**src/rtl/strm2ldpc_seg_if.sv**
```systemverilog
// strm2ldpc_seg_if: stream-in / encoder-out bus between framer, segmenter and LDPC encoder
interface strm2ldpc_seg_if #(
   parameter int DATA_WIDTH = 8,
   parameter int MODE_W     = 2
);
   logic [DATA_WIDTH-1:0] i_din;
   logic                  i_valid;
   logic                  i_ldpc_ready;
   logic [DATA_WIDTH-1:0] o_dout;
   logic                  o_valid;
   logic                  o_last;
   logic                  o_ldpc_start;
   logic [MODE_W-1:0]     o_ldpc_mode;
   modport master (
      output i_din, i_valid, i_ldpc_ready,
      input  o_dout, o_valid, o_last, o_ldpc_start, o_ldpc_mode
   );
   modport slave (
      input  i_din, i_valid, i_ldpc_ready,
      output o_dout, o_valid, o_last, o_ldpc_start, o_ldpc_mode
   );
endinterface

```
**src/rtl/strm2ldpc_seg.sv**
```systemverilog
// strm2ldpc_seg: FIFO-buffered stream segmenter releasing segmax+1 words per start to the LDPC encoder
module strm2ldpc_seg #(
   parameter int DATA_WIDTH = 8,
   parameter int LOG2_DEPTH = 4,
   parameter int SEG_W      = 18,
   parameter int MODE_W     = 2,
   parameter int DONE_DLY   = 3
) (
   input  logic                     clk,
   input  logic                     reset_n,
   strm2ldpc_seg_if.slave           bus,
   input  logic                     i_st_start,
   input  logic [SEG_W+MODE_W-1:0]  i_st_opt,
   input  logic                     i_abort,
   input  logic                     i_clr_stat,
   output logic                     o_st_done,
   output logic                     o_busy,
   output logic                     o_overflow,
   output logic [LOG2_DEPTH:0]      o_maxdcnt
);
   localparam int DEPTH = 1 << LOG2_DEPTH;
   localparam logic [LOG2_DEPTH:0] FULL = (LOG2_DEPTH+1)'(DEPTH);

   logic [DATA_WIDTH-1:0] mem [DEPTH];
   logic [LOG2_DEPTH-1:0] wptr, rptr;
   logic [LOG2_DEPTH:0]   cnt;
   logic [SEG_W-1:0]      stcnt, segmax;
   logic [DONE_DLY-1:0]   dpipe;
   logic                  pop, push, drop, fin;

   // Handshake decode; abort overrides every other action in its cycle, and a
   // final pop that coincides with a restart belongs to the abandoned segment
   always_comb begin
      pop  = o_busy & (cnt != '0) & bus.i_ldpc_ready & ~i_abort;
      push = bus.i_valid & ~i_abort & ((cnt != FULL) | pop);
      drop = bus.i_valid & ~i_abort & ~push;
      fin  = pop & (stcnt == segmax) & ~i_st_start;
   end

   // FIFO pointers and occupancy
   always_ff @(posedge clk or negedge reset_n) begin
      if (!reset_n) begin
         wptr <= '0;
         rptr <= '0;
         cnt  <= '0;
      end else if (i_abort) begin
         wptr <= '0;
         rptr <= '0;
         cnt  <= '0;
      end else begin
         if (push) wptr <= wptr + 1'b1;
         if (pop) rptr <= rptr + 1'b1;
         cnt <= cnt + (LOG2_DEPTH+1)'(push) - (LOG2_DEPTH+1)'(pop);
      end
   end

   // FIFO storage, written only on accepted pushes
   always_ff @(posedge clk) begin
      if (push) mem[wptr] <= bus.i_din;
   end

   // Segment control: start loads length/mode, pops count up to segmax
   always_ff @(posedge clk or negedge reset_n) begin
      if (!reset_n) begin
         o_busy           <= 1'b0;
         stcnt            <= '0;
         segmax           <= '0;
         bus.o_ldpc_mode  <= '0;
         bus.o_ldpc_start <= 1'b0;
      end else begin
         bus.o_ldpc_start <= i_st_start & ~i_abort;
         if (i_abort) begin
            o_busy <= 1'b0;
            stcnt  <= '0;
         end else if (i_st_start) begin
            o_busy          <= 1'b1;
            stcnt           <= '0;
            segmax          <= i_st_opt[SEG_W+MODE_W-1:MODE_W];
            bus.o_ldpc_mode <= i_st_opt[MODE_W-1:0];
         end else if (pop) begin
            o_busy <= ~fin;
            stcnt  <= fin ? '0 : stcnt + 1'b1;
         end
      end
   end

   // Registered output word with valid/last strobes
   always_ff @(posedge clk or negedge reset_n) begin
      if (!reset_n) begin
         bus.o_dout  <= '0;
         bus.o_valid <= 1'b0;
         bus.o_last  <= 1'b0;
      end else begin
         bus.o_valid <= pop;
         bus.o_last  <= fin;
         if (pop) bus.o_dout <= mem[rptr];
      end
   end

   // Done delay line: final pop at P yields o_st_done at P+1+DONE_DLY
   always_ff @(posedge clk or negedge reset_n) begin
      if (!reset_n) begin
         dpipe     <= '0;
         o_st_done <= 1'b0;
      end else if (i_abort) begin
         dpipe     <= '0;
         o_st_done <= 1'b0;
      end else begin
         dpipe     <= DONE_DLY'({dpipe, fin});
         o_st_done <= dpipe[DONE_DLY-1];
      end
   end

   // Debug status: sticky overflow and peak occupancy, clear has priority
   always_ff @(posedge clk or negedge reset_n) begin
      if (!reset_n) begin
         o_overflow <= 1'b0;
         o_maxdcnt  <= '0;
      end else if (i_clr_stat) begin
         o_overflow <= 1'b0;
         o_maxdcnt  <= '0;
      end else begin
         if (drop) o_overflow <= 1'b1;
         if (cnt > o_maxdcnt) o_maxdcnt <= cnt;
      end
   end
endmodule
```
**src/flat_wrapper.sv**
```systemverilog
// flat-port wrapper written by rule: the top's interface ports become plain ports
module strm2ldpc_seg_flat 
#(
   parameter int DATA_WIDTH = 8,
   parameter int LOG2_DEPTH = 4,
   parameter int SEG_W      = 18,
   parameter int MODE_W     = 2,
   parameter int DONE_DLY   = 3
)
  (clk, reset_n, i_st_start, i_st_opt, i_abort, i_clr_stat, o_st_done, o_busy, o_overflow, o_maxdcnt, bus_i_din, bus_i_valid, bus_i_ldpc_ready, bus_o_dout, bus_o_valid, bus_o_last, bus_o_ldpc_start, bus_o_ldpc_mode);
  strm2ldpc_seg_if #(.DATA_WIDTH(DATA_WIDTH), .MODE_W(MODE_W)) bus_i ();
  input  logic clk;
  input  logic reset_n;
  input  logic i_st_start;
  input  logic [SEG_W+MODE_W-1:0] i_st_opt;
  input  logic i_abort;
  input  logic i_clr_stat;
  output logic o_st_done;
  output logic o_busy;
  output logic o_overflow;
  output logic [LOG2_DEPTH:0] o_maxdcnt;
  input wire logic [$bits(bus_i.i_din)-1:0] bus_i_din;
  input wire logic [$bits(bus_i.i_valid)-1:0] bus_i_valid;
  input wire logic [$bits(bus_i.i_ldpc_ready)-1:0] bus_i_ldpc_ready;
  output wire logic [$bits(bus_i.o_dout)-1:0] bus_o_dout;
  output wire logic [$bits(bus_i.o_valid)-1:0] bus_o_valid;
  output wire logic [$bits(bus_i.o_last)-1:0] bus_o_last;
  output wire logic [$bits(bus_i.o_ldpc_start)-1:0] bus_o_ldpc_start;
  output wire logic [$bits(bus_i.o_ldpc_mode)-1:0] bus_o_ldpc_mode;
  assign bus_i.i_din = bus_i_din;
  assign bus_i.i_valid = bus_i_valid;
  assign bus_i.i_ldpc_ready = bus_i_ldpc_ready;
  assign bus_o_dout = bus_i.o_dout;
  assign bus_o_valid = bus_i.o_valid;
  assign bus_o_last = bus_i.o_last;
  assign bus_o_ldpc_start = bus_i.o_ldpc_start;
  assign bus_o_ldpc_mode = bus_i.o_ldpc_mode;
  strm2ldpc_seg #(.DATA_WIDTH(DATA_WIDTH), .LOG2_DEPTH(LOG2_DEPTH), .SEG_W(SEG_W), .MODE_W(MODE_W), .DONE_DLY(DONE_DLY)) u_core (.clk(clk), .reset_n(reset_n), .bus(bus_i), .i_st_start(i_st_start), .i_st_opt(i_st_opt), .i_abort(i_abort), .i_clr_stat(i_clr_stat), .o_st_done(o_st_done), .o_busy(o_busy), .o_overflow(o_overflow), .o_maxdcnt(o_maxdcnt));
endmodule
```
**config.mk**
```make
export PLATFORM = sky130hd
export DESIGN_NAME = strm2ldpc_seg_flat
export DESIGN_NICKNAME = d
export VERILOG_FILES = /design/src/rtl/strm2ldpc_seg_if.sv /design/src/rtl/strm2ldpc_seg.sv /design/src/flat_wrapper.sv
export SDC_FILE = /design/constraint.sdc
export NUM_CORES = 1
export LEC_CHECK = 0
export ABC_AREA = 1
export ABC_CLOCK_PERIOD_IN_PS = 2800
export BUFFER_PORTS_ARGS = -buffer_cell sky130_fd_sc_hd__buf_2
export CAP_MARGIN = 0
export CORE_UTILIZATION = 25
export CTS_CLUSTER_SIZE = 8
export DETAILED_ROUTE_END_ITERATION = 6
export PLACE_DENSITY = 0.4
export SYNTH_ARGS = -nofsm -noshare
export SYNTH_HDL_FRONTEND = slang
export SYNTH_SLANG_ARGS = --single-unit
```
**constraint.sdc**
```tcl
create_clock -name clk -period 2.8 [get_ports clk]
set_clock_uncertainty 0.2 [all_clocks]
set_input_delay 0.56 -clock clk [delete_from_list [all_inputs] [get_ports clk]]
set_output_delay 0.56 -clock clk [all_outputs]
set_load 0.05 [all_outputs]
```
==> impl_results.html <==
<table>
<tr><th>Metric</th><th>Value</th></tr>
<tr><th colspan="2">Finish</th></tr>
<tr><td>Final Instance Area</td><td>0.0111 mm²</td></tr>
<tr><td>Number of inserted filler cells in the final layout</td><td>3,706</td></tr>
<tr><td>Layout-stage area growth over the synthesis result</td><td>20.7%</td></tr>
<tr><td>Multi-input combinational cell area</td><td>0.00301 mm²</td></tr>
<tr><td>Share of layout cells above drive strength 1</td><td>14.5%</td></tr>
<tr><td>Sequential cell area in the final layout</td><td>0.00567 mm²</td></tr>
<tr><td># diodes</td><td>0</td></tr>
<tr><td>Count of nets after finishing</td><td>1,074</td></tr>
<tr><th colspan="2">Critical path</th></tr>
<tr><td>Count of buffer and inverter cells on the critical path</td><td>5</td></tr>
<tr><td>Crit-path max cell delay</td><td>0.37 ns</td></tr>
<tr><td>Signal arrival time at the worst endpoint</td><td>2.85 ns</td></tr>
<tr><td>Master of the slowest instance on the critical path</td><td>sky130_fd_sc_hd__dfrtp_1</td></tr>
<tr><td>Highest net fanout along the worst path</td><td>4</td></tr>
<tr><td>Family with the most delay on the worst path</td><td>adder cells</td></tr>
<tr><td>Critical path's most frequent cell</td><td>sky130_fd_sc_hd__inv_2</td></tr>
<tr><td>Critical setup path kind</td><td>reg -&gt; reg</td></tr>
<tr><td>Kind of end point of the critical path</td><td>flip-flop</td></tr>
<tr><td>Chain of cells forming the critical path</td><td>inv_1 &gt; ha_2 &gt; nand2_1 &gt; nor2_4 &gt; nand2_2 &gt; nand4_4 &gt; inv_2 &gt; ha_4 &gt; inv_2 &gt; ha_4 &gt; inv_2 &gt; fa_2 &gt; inv_2 &gt; a21oi_2 &gt; nor2_1 &gt; nor2_1 &gt; xor2_1 &gt; nor2_1</td></tr>
<tr><td>Startpoint Class</td><td>flip-flop</td></tr>
<tr><td>Critical path data required time</td><td>3.05 ns</td></tr>
<tr><th colspan="2">Global route</th></tr>
<tr><td>Global-route wire length before repair</td><td>39,700 µm</td></tr>
<tr><td>Global route total overflow</td><td>0</td></tr>
<tr><td>Vias in the first global route</td><td>6,708</td></tr>
<tr><td>Initial antenna violation count</td><td>0</td></tr>
<tr><td>GRT Resource Usage Total</td><td>13.7%</td></tr>
<tr><td>Maximum number of pins on one net before global-route repair</td><td>67</td></tr>
<tr><th colspan="2">Outcome</th></tr>
<tr><td>Run status</td><td>finished with violations</td></tr>
<tr><td>Violations in the final reports</td><td>DRC</td></tr>
<tr><th colspan="2">Timing</th></tr>
<tr><td>Post-route worst hold slack</td><td>0.0236 ns</td></tr>
<tr><td>Post-route minimum period</td><td>2.60 ns</td></tr>
<tr><td>Slew at the pin with the worst max-slew slack</td><td>0.773 ns</td></tr>
<tr><td>Max-slew violations</td><td>0</td></tr>
<tr><td>Achievable clock frequency</td><td>385 MHz</td></tr>
<tr><td>Max-Slew Margin vs Limit</td><td>48.5%</td></tr>
<tr><td>Crit share post-route</td><td>92.8%</td></tr>
<tr><td>Final worst-path setup slack</td><td>0.200 ns</td></tr>
<tr><td>Final-report hold violation count</td><td>0</td></tr>
<tr><td>Setup repair after global routing missed its margin</td><td>no</td></tr>
<tr><td>Final number of setup-violating endpoints</td><td>0</td></tr>
<tr><th colspan="2">Floorplan</th></tr>
<tr><td>Overall die width</td><td>193 µm</td></tr>
<tr><td>Row Count</td><td>69</td></tr>
<tr><td>Area enclosed by the die boundary</td><td>0.0374 mm²</td></tr>
<tr><td>Top-level port count</td><td>56</td></tr>
<tr><td>Die Y</td><td>193 µm</td></tr>
<tr><td>Starting utilization of the core area</td><td>25.6%</td></tr>
<tr><td>Placeable core region</td><td>0.0358 mm²</td></tr>
<tr><th colspan="2">Detailed routing</th></tr>
<tr><td>Vias</td><td>6,679</td></tr>
<tr><td>DR iter-0 viols</td><td>425</td></tr>
<tr><td>Wirelength, routed</td><td>25,400 µm</td></tr>
<tr><td>Wire length per cell after detailed routing</td><td>16.9 µm</td></tr>
<tr><td>Number of detailed-route iterations in the first pass</td><td>7</td></tr>
<tr><td>Drt drc</td><td>2</td></tr>
<tr><td>Drt via density</td><td>4.45</td></tr>
<tr><td>Number of routed nets with antenna violations</td><td>0</td></tr>
<tr><th colspan="2">Flow run</th></tr>
<tr><td>Reported max-cap violation count</td><td>0</td></tr>
<tr><th colspan="2">Synth</th></tr>
<tr><td>Area of the mapped netlist</td><td>0.00917 mm²</td></tr>
<tr><td>EDFF count, synth</td><td>128</td></tr>
<tr><td>Post-synthesis average cell area</td><td>9.85 µm²</td></tr>
<tr><td>Sequential-to-total area share from yosys stat</td><td>61.9%</td></tr>
<tr><td>Post-synth ARST share</td><td>36.3%</td></tr>
<tr><td>Top flip-flop cell by instance count after synthesis</td><td>sky130_fd_sc_hd__edfxtp_1</td></tr>
<tr><td>Number of instances in the synthesized netlist</td><td>930</td></tr>
<tr><td>Yosys warning count</td><td>0</td></tr>
<tr><td>Post-synthesis register bit count</td><td>201</td></tr>
<tr><td>Synthesized Nets</td><td>983</td></tr>
<tr><td>Netlist cell types</td><td>31</td></tr>
<tr><th colspan="2">Clocking</th></tr>
<tr><td>Sinks on Clock Net</td><td>201</td></tr>
<tr><td>Maximum clock path buffer count</td><td>3</td></tr>
<tr><td>Latest clock arrival within the worst-skew pair</td><td>0.56 ns</td></tr>
<tr><td>Clock root cell</td><td>sky130_fd_sc_hd__clkbuf_16</td></tr>
<tr><td>Number of clock buffers inserted by TritonCTS</td><td>29</td></tr>
<tr><td>Maximum level of the CTS H-tree</td><td>1</td></tr>
<tr><td>Clock-pin slew on the worst setup and hold paths</td><td>0.05 ns</td></tr>
<tr><td>TritonCTS clock tree</td><td>done</td></tr>
<tr><th colspan="2">Pwr</th></tr>
<tr><td>Leakage power</td><td>4.50 nW</td></tr>
<tr><td>Fraction of power spent switching nets</td><td>31.3%</td></tr>
<tr><td>Relative contribution of sequential cells to total power</td><td>40.9%</td></tr>
<tr><td>Logic gate share of total power</td><td>21.3%</td></tr>
<tr><td>Clock power frac</td><td>37.8%</td></tr>
<tr><td>Worst VDD drop</td><td>0.440 mV</td></tr>
<tr><td>P_sw</td><td>2.66 mW</td></tr>
<tr><td>Internal power component</td><td>5.84 mW</td></tr>
<tr><td>Power per unit of standard cell area</td><td>769 mW/mm²</td></tr>
<tr><th colspan="2">Placement</th></tr>
<tr><td>Number of port buffers</td><td>55</td></tr>
<tr><td>Worst setup slack after placement</td><td>0.0513 ns</td></tr>
<tr><td>Area after detailed placement</td><td>0.0101 mm²</td></tr>
<tr><td>HPWL reported at the end of detailed placement</td><td>16,900 µm</td></tr>
<tr><td>Placer Congestion</td><td>0.803</td></tr>
<tr><th colspan="2">Hold path</th></tr>
<tr><td>Hold/Removal Path Class</td><td>in -&gt; reg</td></tr>
</table>
[cells by family after synthesis]
family                   share of synthesized area, %
buffers and inverters                            5.84
AO/OA/AOI/OAI                                    8.81
adder cells (fa/ha/maj)                          2.54
AND/OR/NAND/NOR                                  19.2
XOR/XNOR                                         1.72
flip-flops                                       61.9
[cell type report]
cell class	count	share of cell area, %
clock inverters	2	0.249
well taps	461	5.21
clock buffers	47	7.17
multi-input cells	610	27.2
repair buffers	102	6.29
inverters	77	2.61
flip-flops and latches	201	51.3
[routing by layer]
layer	global-route usage [%]	routed length [µm]	vias to the layer above
li1	-	-	3309
met4	3.05	382	0
met1	19.2	12400	3234
met2	22.4	11700	110
met5	0	0	-
met3	2.18	913	26
[placed cells by master (no fill, tap or decap), types with 2 or more instances in the layout]
master                          instances
sky130_fd_sc_hd__nand2_1              204
sky130_fd_sc_hd__nor2_1               150
sky130_fd_sc_hd__edfxtp_1             128
sky130_fd_sc_hd__o21ai_0               89
sky130_fd_sc_hd__dfrtp_1               71
sky130_fd_sc_hd__inv_1                 62
sky130_fd_sc_hd__buf_2                 54
sky130_fd_sc_hd__nand3_1               36
sky130_fd_sc_hd__buf_4                 34
sky130_fd_sc_hd__o211ai_1              33
sky130_fd_sc_hd__clkbuf_16             29
sky130_fd_sc_hd__nand4_1               23
sky130_fd_sc_hd__clkbuf_1              18
sky130_fd_sc_hd__xor2_1                16
sky130_fd_sc_hd__ha_1                  14
sky130_fd_sc_hd__inv_2                 12
sky130_fd_sc_hd__dlygate4sd3_1         11
sky130_fd_sc_hd__a21oi_1               10
sky130_fd_sc_hd__o21ai_1                9
sky130_fd_sc_hd__nor3_1                 5
sky130_fd_sc_hd__nor2_2                 4
sky130_fd_sc_hd__nand2_2                3
sky130_fd_sc_hd__clkinv_1               3
sky130_fd_sc_hd__buf_12                 3
sky130_fd_sc_hd__xnor2_1                2
sky130_fd_sc_hd__ha_4                   2
sky130_fd_sc_hd__dfrtp_2                2
[tightest hold or removal path: cells and delay by family]
kind	cells	cell delay, ns
buf+inv	1	0.08
compound gates	1	0.06
simple gates	1	0.05
[Yosys cell counts, types with 4 or more instances]
cell	n	area, µm²
sky130_fd_sc_hd__nor2_1	151	567
sky130_fd_sc_hd__nand2_1	204	766
sky130_fd_sc_hd__a21oi_1	11	55.1
sky130_fd_sc_hd__inv_1	67	251
sky130_fd_sc_hd__buf_2	16	80.1
sky130_fd_sc_hd__xor2_1	16	140
sky130_fd_sc_hd__dfrtp_1	73	1830
sky130_fd_sc_hd__edfxtp_1	128	3840
sky130_fd_sc_hd__nand3_1	36	180
sky130_fd_sc_hd__nor3_1	5	25.0
sky130_fd_sc_hd__buf_4	8	60.1
sky130_fd_sc_hd__inv_2	7	26.3
sky130_fd_sc_hd__o21ai_1	9	45.0
sky130_fd_sc_hd__clkbuf_1	12	45.0
sky130_fd_sc_hd__o211ai_1	33	248
sky130_fd_sc_hd__o21ai_0	89	445
sky130_fd_sc_hd__buf_6	5	56.3
sky130_fd_sc_hd__nand4_1	23	144
sky130_fd_sc_hd__ha_1	17	213
sky130_fd_sc_hd__nor2_2	4	25.0
[power by group through the flow]
stage | Clock, mW | Sequential, mW | Combinational [mW]
CTS | 3.31 | 3.48 | 1.83
floorplan | 0 | 3.87 | 0.921
global placement | 0 | 3.53 | 1.81
finish | 3.22 | 3.48 | 1.81
global route | 3.44 | 3.50 | 2.05
detailed placement | 0 | 3.53 | 1.81
[registers in the layout, indices dropped and copies added (netlist names)]
register and count:
u_core.wptr 4, u_core.segmax 18, u_core.o_st_done 1, u_core.o_busy 1
u_core.bus.o_dout 8, u_core.dpipe 3, u_core.mem 128, u_core.o_maxdcnt 5
u_core.bus.o_ldpc_start 1, u_core.bus.o_last 1, u_core.rptr 4, u_core.cnt 5
u_core.stcnt 18, u_core.o_overflow 1, u_core.bus.o_valid 1, u_core.bus.o_ldpc_mode 2
[what timing repair did]
action	CTS	global route
hold buffers	11	0
setup buffers	0	2
endpoints found under the hold margin	63	0
endpoints found under the setup margin	0	1
gates resized for setup	0	2
[final timing paths]
| path | cells past startpoint | slack (ns) | endpoint | start |
|---|---|---|---|---|
| hold / removal | 3 | 0.02 | u_core.segmax[16] | i_st_opt[18] |
| max in group asynchronous | 3 | 1.30 | u_core.segmax[9] | reset_n |
| hold reg to reg | 2 | 0.26 | u_core.dpipe[2] | u_core.dpipe[1] |
| setup / recovery | 18 | 0.20 | u_core.cnt[4] | u_core.cnt[3] |
| setup reg to reg | 18 | 0.20 | u_core.cnt[4] | u_core.cnt[3] |
| min in group asynchronous | 2 | 0.42 | u_core.o_maxdcnt[4] | reset_n |
[per-stage QoR]
stage          setup TNS [ns]  power (mW)  instances  util, %
5_1_grt                     0        8.98       1500     30.9
3_3_place_gp                0        5.34       1438     28.2
3_5_place_dp                0        5.34       1438     28.2
2_1_floorplan         -0.0228        4.79        930        -
6_report                    0        8.51       1500     30.9
4_1_cts                     0        8.62       1498     30.8
No activity file was read; power rests on OpenSTA's default activity.
